File: config.mk
export PLATFORM = sky130hd
export DESIGN_NAME = fsmc_reg_slave
export DESIGN_NICKNAME = d
export VERILOG_FILES = /design/src/rtl/fsmc_pkg.sv /design/src/rtl/fsmc_sync.sv /design/src/rtl/fsmc_reg_slave.sv
export SDC_FILE = /design/constraint.sdc
export NUM_CORES = 1
export LEC_CHECK = 0
export BUFFER_PORTS_ARGS = -buffer_cell sky130_fd_sc_hd__buf_2
export CORE_MARGIN = 4
export CORE_UTILIZATION = 37
export DETAILED_ROUTE_END_ITERATION = 16
export MAX_ROUTING_LAYER = met4
export SLEW_MARGIN = 30
export SYNTH_ARGS = -nofsm -noshare
export SYNTH_HDL_FRONTEND = slang
export SYNTH_SLANG_ARGS = --single-unit
File: constraint.sdc
create_clock -name clk -period 1.76 [get_ports clk]
set_input_delay 0.176 -clock clk [delete_from_list [all_inputs] [get_ports clk]]
set_output_delay 0.176 -clock clk [all_outputs]
set_load 0.01 [all_outputs]
File: src/rtl/fsmc_pkg.sv
// Shared definitions for the FSMC register slave: state encoding,
// default counter width and the saturating increment helper.
package fsmc_pkg;

    // Bit positions of the one-hot state vector
    localparam int ST_IDLE  = 0;
    localparam int ST_WRITE = 1;
    localparam int ST_READ1 = 2;
    localparam int ST_READ2 = 3;

    localparam int CNTW_DEFAULT = 8;

    typedef enum logic [3:0] {
        IDLE  = 4'(1 << ST_IDLE),
        WRITE = 4'(1 << ST_WRITE),
        READ1 = 4'(1 << ST_READ1),
        READ2 = 4'(1 << ST_READ2)
    } state_t;

    // Increment v, holding at the all-ones value of a w-bit counter.
    function automatic logic [31:0] sat_inc(input logic [31:0] v, input int w);
        logic [31:0] maxv;
        if (w >= 32) begin
            maxv = '1;
        end else begin
            maxv = (32'd1 << w) - 32'd1;
        end
        return (v >= maxv) ? maxv : v + 32'd1;
    endfunction

endpackage

File: src/rtl/fsmc_sync.sv
// Multi-stage synchroniser for asynchronous inputs with a selectable
// reset value, so idle-high strobes read as inactive straight after reset.
module fsmc_sync #(
    parameter int             W       = 1,
    parameter int             STAGES  = 2,
    parameter logic [W-1:0]   RST_VAL = '1
) (
    input  logic         clk,
    input  logic         nrst,
    input  logic [W-1:0] d,
    output logic [W-1:0] q
);

    logic [W-1:0] chain [STAGES];

    // Shift the asynchronous input through STAGES flops
    always_ff @(posedge clk) begin
        if (!nrst) begin
            for (int i = 0; i < STAGES; i++) begin
                chain[i] <= RST_VAL;
            end
        end else begin
            chain[0] <= d;
            for (int i = 1; i < STAGES; i++) begin
                chain[i] <= chain[i-1];
            end
        end
    end

    assign q = chain[STAGES-1];

endmodule

File: src/rtl/fsmc_reg_slave.sv
// FSMC register-file slave: synchronises the bus strobes, serialises
// read/write transactions and owns a bank of NREG registers with
// read-only, auto-increment and sequence-check masks plus error counters.
module fsmc_reg_slave
    import fsmc_pkg::*;
#(
    parameter int              ADRW        = 2,
    parameter int              DATW        = 3,
    parameter int              NREG        = 4,
    parameter int              SYNC_STAGES = 2,
    parameter logic [NREG-1:0] RO_MASK     = '0,
    parameter logic [NREG-1:0] INC_MASK    = '0,
    parameter logic [NREG-1:0] CHK_MASK    = '0,
    parameter int              CNTW        = CNTW_DEFAULT
) (
    input  logic                 clk,
    input  logic                 nrst,
    input  logic                 aNE,
    input  logic                 aNOE,
    input  logic                 aNWE,
    input  logic [ADRW-1:0]      aAn,
    input  logic [DATW-1:0]      aDn_in,
    output logic                 io_output,
    output logic [DATW-1:0]      io_data,
    output logic [ADRW-1:0]      rw_adr,
    output logic                 do_read,
    output logic                 do_write,
    output logic [DATW-1:0]      w_data,
    output logic [NREG*DATW-1:0] regs,
    output logic [CNTW-1:0]      err_cnt,
    output logic [CNTW-1:0]      viol_cnt
);

    localparam int SW = $clog2(SYNC_STAGES + 1);

    logic sNE, sNOE, sNWE;

    fsmc_sync #(.W(1), .STAGES(SYNC_STAGES), .RST_VAL(1'b1)) u_sync_ne (
        .clk(clk), .nrst(nrst), .d(aNE), .q(sNE)
    );
    fsmc_sync #(.W(1), .STAGES(SYNC_STAGES), .RST_VAL(1'b1)) u_sync_noe (
        .clk(clk), .nrst(nrst), .d(aNOE), .q(sNOE)
    );
    fsmc_sync #(.W(1), .STAGES(SYNC_STAGES), .RST_VAL(1'b1)) u_sync_nwe (
        .clk(clk), .nrst(nrst), .d(aNWE), .q(sNWE)
    );

    state_t          state, state_nx;
    logic            armed;
    logic [SW-1:0]   settle;
    logic            settled;
    logic            start_wr, start_rd, collide;
    logic [DATW-1:0] reg_q [NREG];
    logic [DATW-1:0] rd_val;
    logic            err_evt, ro_evt;

    // The synchroniser reset value is not a real sample of the bus, so
    // arming waits until the chain holds genuine input.
    assign settled = (settle == SW'(SYNC_STAGES));

    // State register plus the post-reset arming logic
    always_ff @(posedge clk) begin
        if (!nrst) begin
            state  <= IDLE;
            armed  <= 1'b0;
            settle <= '0;
        end else begin
            state <= state_nx;
            if (!settled) begin
                settle <= settle + SW'(1);
            end
            if (settled && sNE) begin
                armed <= 1'b1;
            end
        end
    end

    // Next-state decode, transaction starts and bus drive enable
    always_comb begin
        state_nx  = state;
        start_wr  = 1'b0;
        start_rd  = 1'b0;
        collide   = 1'b0;
        io_output = 1'b0;
        case (state)
            IDLE: begin
                if (armed && !sNE && !sNWE) begin
                    start_wr = 1'b1;
                    collide  = !sNOE;
                    state_nx = WRITE;
                end else if (armed && !sNE && !sNOE) begin
                    start_rd = 1'b1;
                    state_nx = READ1;
                end
            end
            WRITE: begin
                if (sNE || sNWE) begin
                    state_nx = IDLE;
                end
            end
            READ1: begin
                state_nx = (!sNE && !sNOE) ? READ2 : IDLE;
            end
            READ2: begin
                if (sNE || sNOE) begin
                    state_nx = IDLE;
                end
            end
            default: state_nx = IDLE;
        endcase
        io_output = (state == READ2) && (state_nx == READ2);
    end

    // Transaction strobes and the latched address/data/read value
    always_ff @(posedge clk) begin
        if (!nrst) begin
            do_write <= 1'b0;
            do_read  <= 1'b0;
            rw_adr   <= '0;
            w_data   <= '0;
            io_data  <= '0;
        end else begin
            do_write <= start_wr;
            do_read  <= start_rd;
            if (start_wr || start_rd) begin
                rw_adr <= aAn;
            end
            if (start_wr) begin
                w_data <= aDn_in;
            end
            if (state == READ1) begin
                io_data <= rd_val;
            end
        end
    end

    // Read mux and write-side event detection; unimplemented addresses read 0
    always_comb begin
        rd_val  = '0;
        err_evt = 1'b0;
        ro_evt  = 1'b0;
        for (int i = 0; i < NREG; i++) begin
            if (rw_adr == ADRW'(i)) begin
                rd_val = reg_q[i];
                if (do_write && RO_MASK[i]) begin
                    ro_evt = 1'b1;
                end
                if (do_write && CHK_MASK[i] && (w_data != DATW'(reg_q[i] + DATW'(1)))) begin
                    err_evt = 1'b1;
                end
            end
        end
    end

    // Register bank updates and saturating counters
    always_ff @(posedge clk) begin
        if (!nrst) begin
            for (int i = 0; i < NREG; i++) begin
                reg_q[i] <= '0;
            end
            err_cnt  <= '0;
            viol_cnt <= '0;
        end else begin
            for (int i = 0; i < NREG; i++) begin
                if (rw_adr == ADRW'(i)) begin
                    if (do_write && !RO_MASK[i]) begin
                        reg_q[i] <= w_data;
                    end else if ((state == READ1) && INC_MASK[i]) begin
                        reg_q[i] <= reg_q[i] + DATW'(1);
                    end
                end
            end
            if (err_evt) begin
                err_cnt <= CNTW'(sat_inc(32'(err_cnt), CNTW));
            end
            if (ro_evt || collide) begin
                viol_cnt <= CNTW'(sat_inc(32'(viol_cnt), CNTW));
            end
        end
    end

    for (genvar g = 0; g < NREG; g++) begin : g_regs
        assign regs[g*DATW +: DATW] = reg_q[g];
    end

endmodule

# After elaboration in Yosys (flattened, before gate mapping)
# Memories as Yosys holds them, arrays and structs flattened.
# Cells that the tools add are included.
dict set report totals {
  ff_bits 25
  ram_bits 18
  input_bits 10
  output_inout_bits 39
  wordCells 93
  n_memories 4
}
dict set report op_classes {
  addsub 2
  n_lt_le_gt_ge 1
  n_eq_ne 9
  n_mux 45
  bitwise 10
  n_reduce_logical 13
}
# memory depth word_bits rd rd_clocked_by_memory_dff wr line_no
set memory_table {}
lappend memory_table {reg_q 4 3 4 0 4 fsmc_reg_slave.sv:53} ;# logic [DATW-1:0] reg_q [NREG];
lappend memory_table {u_sync_ne.chain 2 1 2 0 2 fsmc_sync.sv:14} ;# logic [W-1:0] chain [STAGES];
lappend memory_table {u_sync_noe.chain 2 1 2 0 2 fsmc_sync.sv:14}
lappend memory_table {u_sync_nwe.chain 2 1 2 0 2 fsmc_sync.sv:14}
# op n
set op_table {}
lappend op_table {{2-to-1 mux 32 bit} 2}
lappend op_table {{greater-or-equal comparator 8 x 32 -> 1 bit} 1}
lappend op_table {{2-to-1 mux 1 bit} 28}
lappend op_table {{2-to-1 mux 3 bit} 8}
lappend op_table {{2-to-1 mux 4 bit} 5}
lappend op_table {{one-hot mux 4 bit (4 select lines)} 1}
lappend op_table {{OR 1 bit} 10}
lappend op_table {{adder 8 x 1 -> 8 bit, second input constant} 1}
lappend op_table {{equality test 4 bit, second input constant} 2}
lappend op_table {{2-to-1 mux 8 bit} 1}
lappend op_table {{equality test 2 bit, second input constant} 3}
lappend op_table {{logical AND 1 bit} 6}
lappend op_table {{equality test 4 x 1 -> 1 bit, second input constant} 1}
lappend op_table {{equality test 4 x 2 -> 1 bit, second input constant} 1}
lappend op_table {{equality test 4 x 3 -> 1 bit, second input constant} 1}
lappend op_table {{zero test 1 bit} 3}
lappend op_table {{logical OR 1 bit} 3}
lappend op_table {{adder 2 x 1 -> 2 bit, second input constant} 1}
lappend op_table {{equality test 2 x 1 -> 1 bit, second input constant} 1}
lappend op_table {{zero test 2 bit} 1}

# Depth between registers and ports, before layout
# An unclocked memory read counts as a cell.
dict set report logic_depth {
  word_depth 10
  depth_mapped 5
}

# Hierarchy
# A second synthesis with hierarchy kept.
dict set report hier_totals {
  hier_cells 184
  hier_area_um2 1925.6
}
# module instances cells_each area_each_um2 seq_area_each_um2
set modules_own_cells {}
lappend modules_own_cells {fsmc_reg_slave 1 172 1767.9 860.8}
lappend modules_own_cells {fsmc_sync 3 4 52.6 40.0}

# Least setup slack after synthesis
# Ideal clock, no wire load.
dict set report synth_timing {
  path_kind {reg-to-reg}
  start {register rw_adr[0]}
  end {register io_data[0]}
  setup_time_ns 0.128
  arrival_ns 1.318
  slack_ns 0.315
  path_stages_with_launch 5
  period_less_slack_ns 1.445
  cell_sequence {dfxtp_1 -> clkbuf_1 -> mux4_2 -> mux2i_1 -> nor2_1}
}
dict set report synth_between {
  elab_chain_len 5
  elab_cells_between_ends 8
  classes_between {3 x eq/ne; 4 x mux; 1 x reduce/logical}
}
# element line_no
set synth_rtl {}
lappend synth_rtl {{from (decl)} fsmc_reg_slave.sv:25} ;# output logic [ADRW-1:0] rw_adr,
lappend synth_rtl {{from (signal assigned)} fsmc_reg_slave.sv:126} ;# rw_adr <= aAn;
lappend synth_rtl {{zero test 2 bit} fsmc_reg_slave.sv:143} ;# if (rw_adr == ADRW'(i)) begin
lappend synth_rtl {{2-to-1 mux 3 bit (3 in a row)} fsmc_reg_slave.sv:143}
lappend synth_rtl {{2-to-1 mux 3 bit (*)} fsmc_reg_slave.sv:143}
lappend synth_rtl {{to (signal assigned)} fsmc_reg_slave.sv:132} ;# io_data <= rd_val;
lappend synth_rtl {{to (decl)} fsmc_reg_slave.sv:24} ;# output logic [DATW-1:0] io_data,
# Mark *: on every way between the ends. The rest lies on a longest branch, timed or not.
# A chain may end at the register's enable or synchronous reset.

# Worst setup path in the final report
dict set report layout_timing {
  start {register state[1]}
  end {register viol_cnt[1]}
}
dict set report layout_between {
  elab_chain_len 2
}
# element line_no
set layout_rtl {}
lappend layout_rtl {{from (decl)} fsmc_reg_slave.sv:48} ;# state_t state, state_nx;
lappend layout_rtl {{from (signal assigned)} fsmc_reg_slave.sv:68} ;# state <= state_nx;
lappend layout_rtl {{equality test 4 x 1 -> 1 bit} fsmc_reg_slave.sv:85} ;# case (state)
lappend layout_rtl {{2-to-1 mux 1 bit} fsmc_reg_slave.sv:85}
lappend layout_rtl {{to (signal assigned)} fsmc_reg_slave.sv:177} ;# viol_cnt <= CNTW'(sat_inc(32'(viol_cnt), CNTW));
lappend layout_rtl {{to (decl)} fsmc_reg_slave.sv:31} ;# output logic [CNTW-1:0] viol_cnt
# Every way passes these cells.

==> impl_metrics.json <==
{
  "syn-instance-count": 177,
  "io_buffer_count": 40,
  "crit_type": "flop to flop",
  "dp_hpwl_um": 2860,
  "p_per_area_nw_per_um2": 848,
  "cts-root-buf": "clkbuf_8",
  "vdd_drop_max_mv": 0.412,
  "fill_cells": 475,
  "skew_ns": 0.00752,
  "grt_max_degree": 21,
  "ios": 49,
  "dieArea_um2": 6210,
  "period_minus_slack_ns": 1.50,
  "cp.required_ns": 1.95,
  "worstPathArrival_ns": 1.69,
  "nets": 234,
  "rsz0062_at_grt": "false",
  "drcViolationCount": 0,
  "grt_pass1_wl_um": 6320,
  "htreeDepth": 2,
  "maxCapViolations": 0,
  "dr_total_vias": 1367,
  "initial_core_util_pct": 38.8,
  "pre_cts_slack_ns": 0.272,
  "finalSetupViolCount": 0,
  "grt_pass1_vias": 1279,
  "endpoint_kind": "flop",
  "placeableCoreArea_um2": 4790,
  "die_y_um": 78.8,
  "cts_sinks": 43,
  "antenna_found_initial": 0,
  "final_common_cell": "buf_2",
  "hp-class": "input pin to flop",
  "async_reset_ff_share_pct": 0,
  "critPathMaxStageDelay_ns": 0.44,
  "ant_nets": 0,
  "grt_use_total_pct": 13.5,
  "synth_edf_count": 12,
  "yosys_warnings": 0,
  "relSlewSlack_pct": 61.2,
  "synth_flop_cell": "dfxtp_1",
  "layout_common_cells": "buf_2 (40), dfxtp_1 (31), nor2_1 (26), and2_1 (13), edfxtp_1 (12)",
  "grt_overflow": 0,
  "crit_chain": "and3b_1, and4b_1, o21ai_2, o221a_2",
  "timing.rr.start": "state[1]$_SDFF_PN0_",
  "clk_latency_ns": 0.29,
  "regToRegSetupSlack_ns": 0.26,
  "cts_hold_buffers": 0,
  "seqCellArea_um2": 981,
  "r2r_end": "viol_cnt[1]$_SDFFE_PN0P_",
  "yosys.area.top_type": "dfxtp_1",
  "final_max_slew_viol_count": 0,
  "ys_seq_area_share_pct": 52.9,
  "clk_pin_slew_ns": 0.08,
  "die_w_um": 78.8,
  "status": "finished clean",
  "fin_setup_tns_ns": 0,
  "synth_area_leaders": "dfxtp_1 (33%), edfxtp_1 (19%), nor2_1 (5.3%)",
  "fin_area_um2": 2200,
  "synth_top_area_share_pct": 33.4,
  "placed_area_um2": 2120,
  "drt-initial-drc-count": 66,
  "drive_above_1_share_pct": 26.5,
  "p_leak_nw": 0.933,
  "cts_tree": "yes",
  "rows": 25,
  "ff2ff_path_depth": 4,
  "dr.pass1.iters": 4,
  "antenna_cells": 0,
  "multi_input_area_um2": 800,
  "post_cts_resized": 0,
  "globalplace.congestion": 0.770,
  "routed_wl_um": 3740,
  "wl_per_cell_um": 12.9,
  "worst_pin_slew_ns": 0.580,
  "post-cts-setup-buffers": 0,
  "crit_start": "state[1]$_SDFF_PN0_",
  "finalCritPeriodShare_pct": 85.2,
  "critPathMaxFanout": 11,
  "cp-start-kind": "flop",
  "numCtsBuffers": 5,
  "synth-seq-cells": 43,
  "worst_slack_ns": 0.260,
  "synth_cell_types": 35,
  "hold_viol": 0,
  "viasPerCell": 4.71,
  "endpoint": "viol_cnt[1]$_SDFFE_PN0P_",
  "clk_path_buf_depth": 2,
  "cp_slowest_cell": "and4b_1",
  "syn_avg_cell_area_um2": 10.5,
  "total_power_mw": 1.87,
  "syn_area_um2": 1860,
  "fmax_ghz": 0.667,
  "utilization_pct": 45.9,
  "syn_to_final_growth_pct": 18.5
}
per-layer routing:
metal  share of wire (%)  global-route usage [%]  wire length (um)
met4                 2.2                    6.19                82
met2                  44                    19.6              1650
met5                   0                       -                 0
met1                  48                    17.2              1790
met3                 5.9                    4.08               219
synthesized netlist by cell type, types with 2 or more instances:
| cell | count |
|---|---|
| dfxtp_1 | 31 |
| inv_1 | 4 |
| xor2_1 | 2 |
| o21ai_0 | 4 |
| nor3b_1 | 2 |
| o221a_2 | 2 |
| nand3_1 | 5 |
| clkbuf_1 | 5 |
| nand4b_1 | 3 |
| nand4_1 | 3 |
| nand2b_1 | 7 |
| edfxtp_1 | 12 |
| mux4_2 | 3 |
| nand2_1 | 7 |
| nor4_1 | 2 |
| a21oi_1 | 8 |
| and2_1 | 13 |
| nor3_1 | 4 |
| buf_4 | 9 |
| nor2_1 | 26 |
| mux2i_1 | 8 |
| ha_1 | 2 |
| and4b_1 | 3 |
area by class of cell:
type | count | share of cell area (%)
clock inverter | 1 | 0.228
timing repair buffer | 45 | 10.8
tap | 67 | 3.81
inverter | 4 | 0.683
multi-input combinational | 123 | 36.4
clock buffer | 7 | 3.47
sequential | 43 | 44.6
metrics by stage:
step,cells,hold slack [ns]
after floorplan,184,0.249
after global placement,282,0.358
after detailed placement,282,0.363
after CTS,290,0.0475
after global routing,290,0.0648
final,290,0.0612
report_power, final:
group          switching (mW)  total (mW)  internal (mW)
registers              0.0297        1.09           1.06
clock network           0.315       0.593          0.278
logic                   0.101       0.181         0.0795
total                   0.446        1.87           1.42
sequential cells by signal, indices dropped and copies added (netlist names):
name,count
u_sync_ne.chain,2
io_data,3
viol_cnt,8
state,4
u_sync_noe.chain,2
rw_adr,2
u_sync_nwe.chain,2
settle,2
do_write,1
armed,1
do_read,1
w_data,3
reg_q,12
worst min-delay path by stage:
stage | start | endpoint | slack [ns] | cells after the start
3_5_place_dp | aNWE | u_sync_nwe.chain[0][0]$_SDFF_PN1_ | 0.36 | 2
2_1_floorplan | nrst | u_sync_ne.chain[0][0]$_SDFF_PN1_ | 0.25 | 1
6_report | aNOE | u_sync_noe.chain[0][0]$_SDFF_PN1_ | 0.06 | 2
4_1_cts | aNE | u_sync_ne.chain[0][0]$_SDFF_PN1_ | 0.05 | 2
5_1_grt | aNWE | u_sync_nwe.chain[0][0]$_SDFF_PN1_ | 0.06 | 2
3_3_place_gp | aNOE | u_sync_noe.chain[0][0]$_SDFF_PN1_ | 0.36 | 2
logic make-up (layout without fill, tap and decap cells):
| logic type | count (synthesis) | in the layout | share of synthesized area, % |
|---|---|---|---|
| xor gates and xnor gates | 2 | 2 | 0.944 |
| AOI/OAI and AO/OA | 21 | 21 | 7.69 |
| DFF | 43 | 43 | 52.9 |
| buffers and inverters | 18 | 57 | 5.46 |
| other | 1 | 8 | 0.202 |
| adders and majority gates | 2 | 2 | 1.35 |
| muxes | 11 | 11 | 7.96 |
| and+or+nand+nor | 79 | 79 | 23.5 |
worst max-delay path: cells and delay by family (launching register included):
| family | cells | cell delay, ns |
|---|---|---|
| flip-flops | 1 | 0.34 |
| AND/OR/NAND/NOR | 2 | 0.67 |
| AO/OA/AOI/OAI | 2 | 0.39 |
Power figures use the tool's default switching activity.
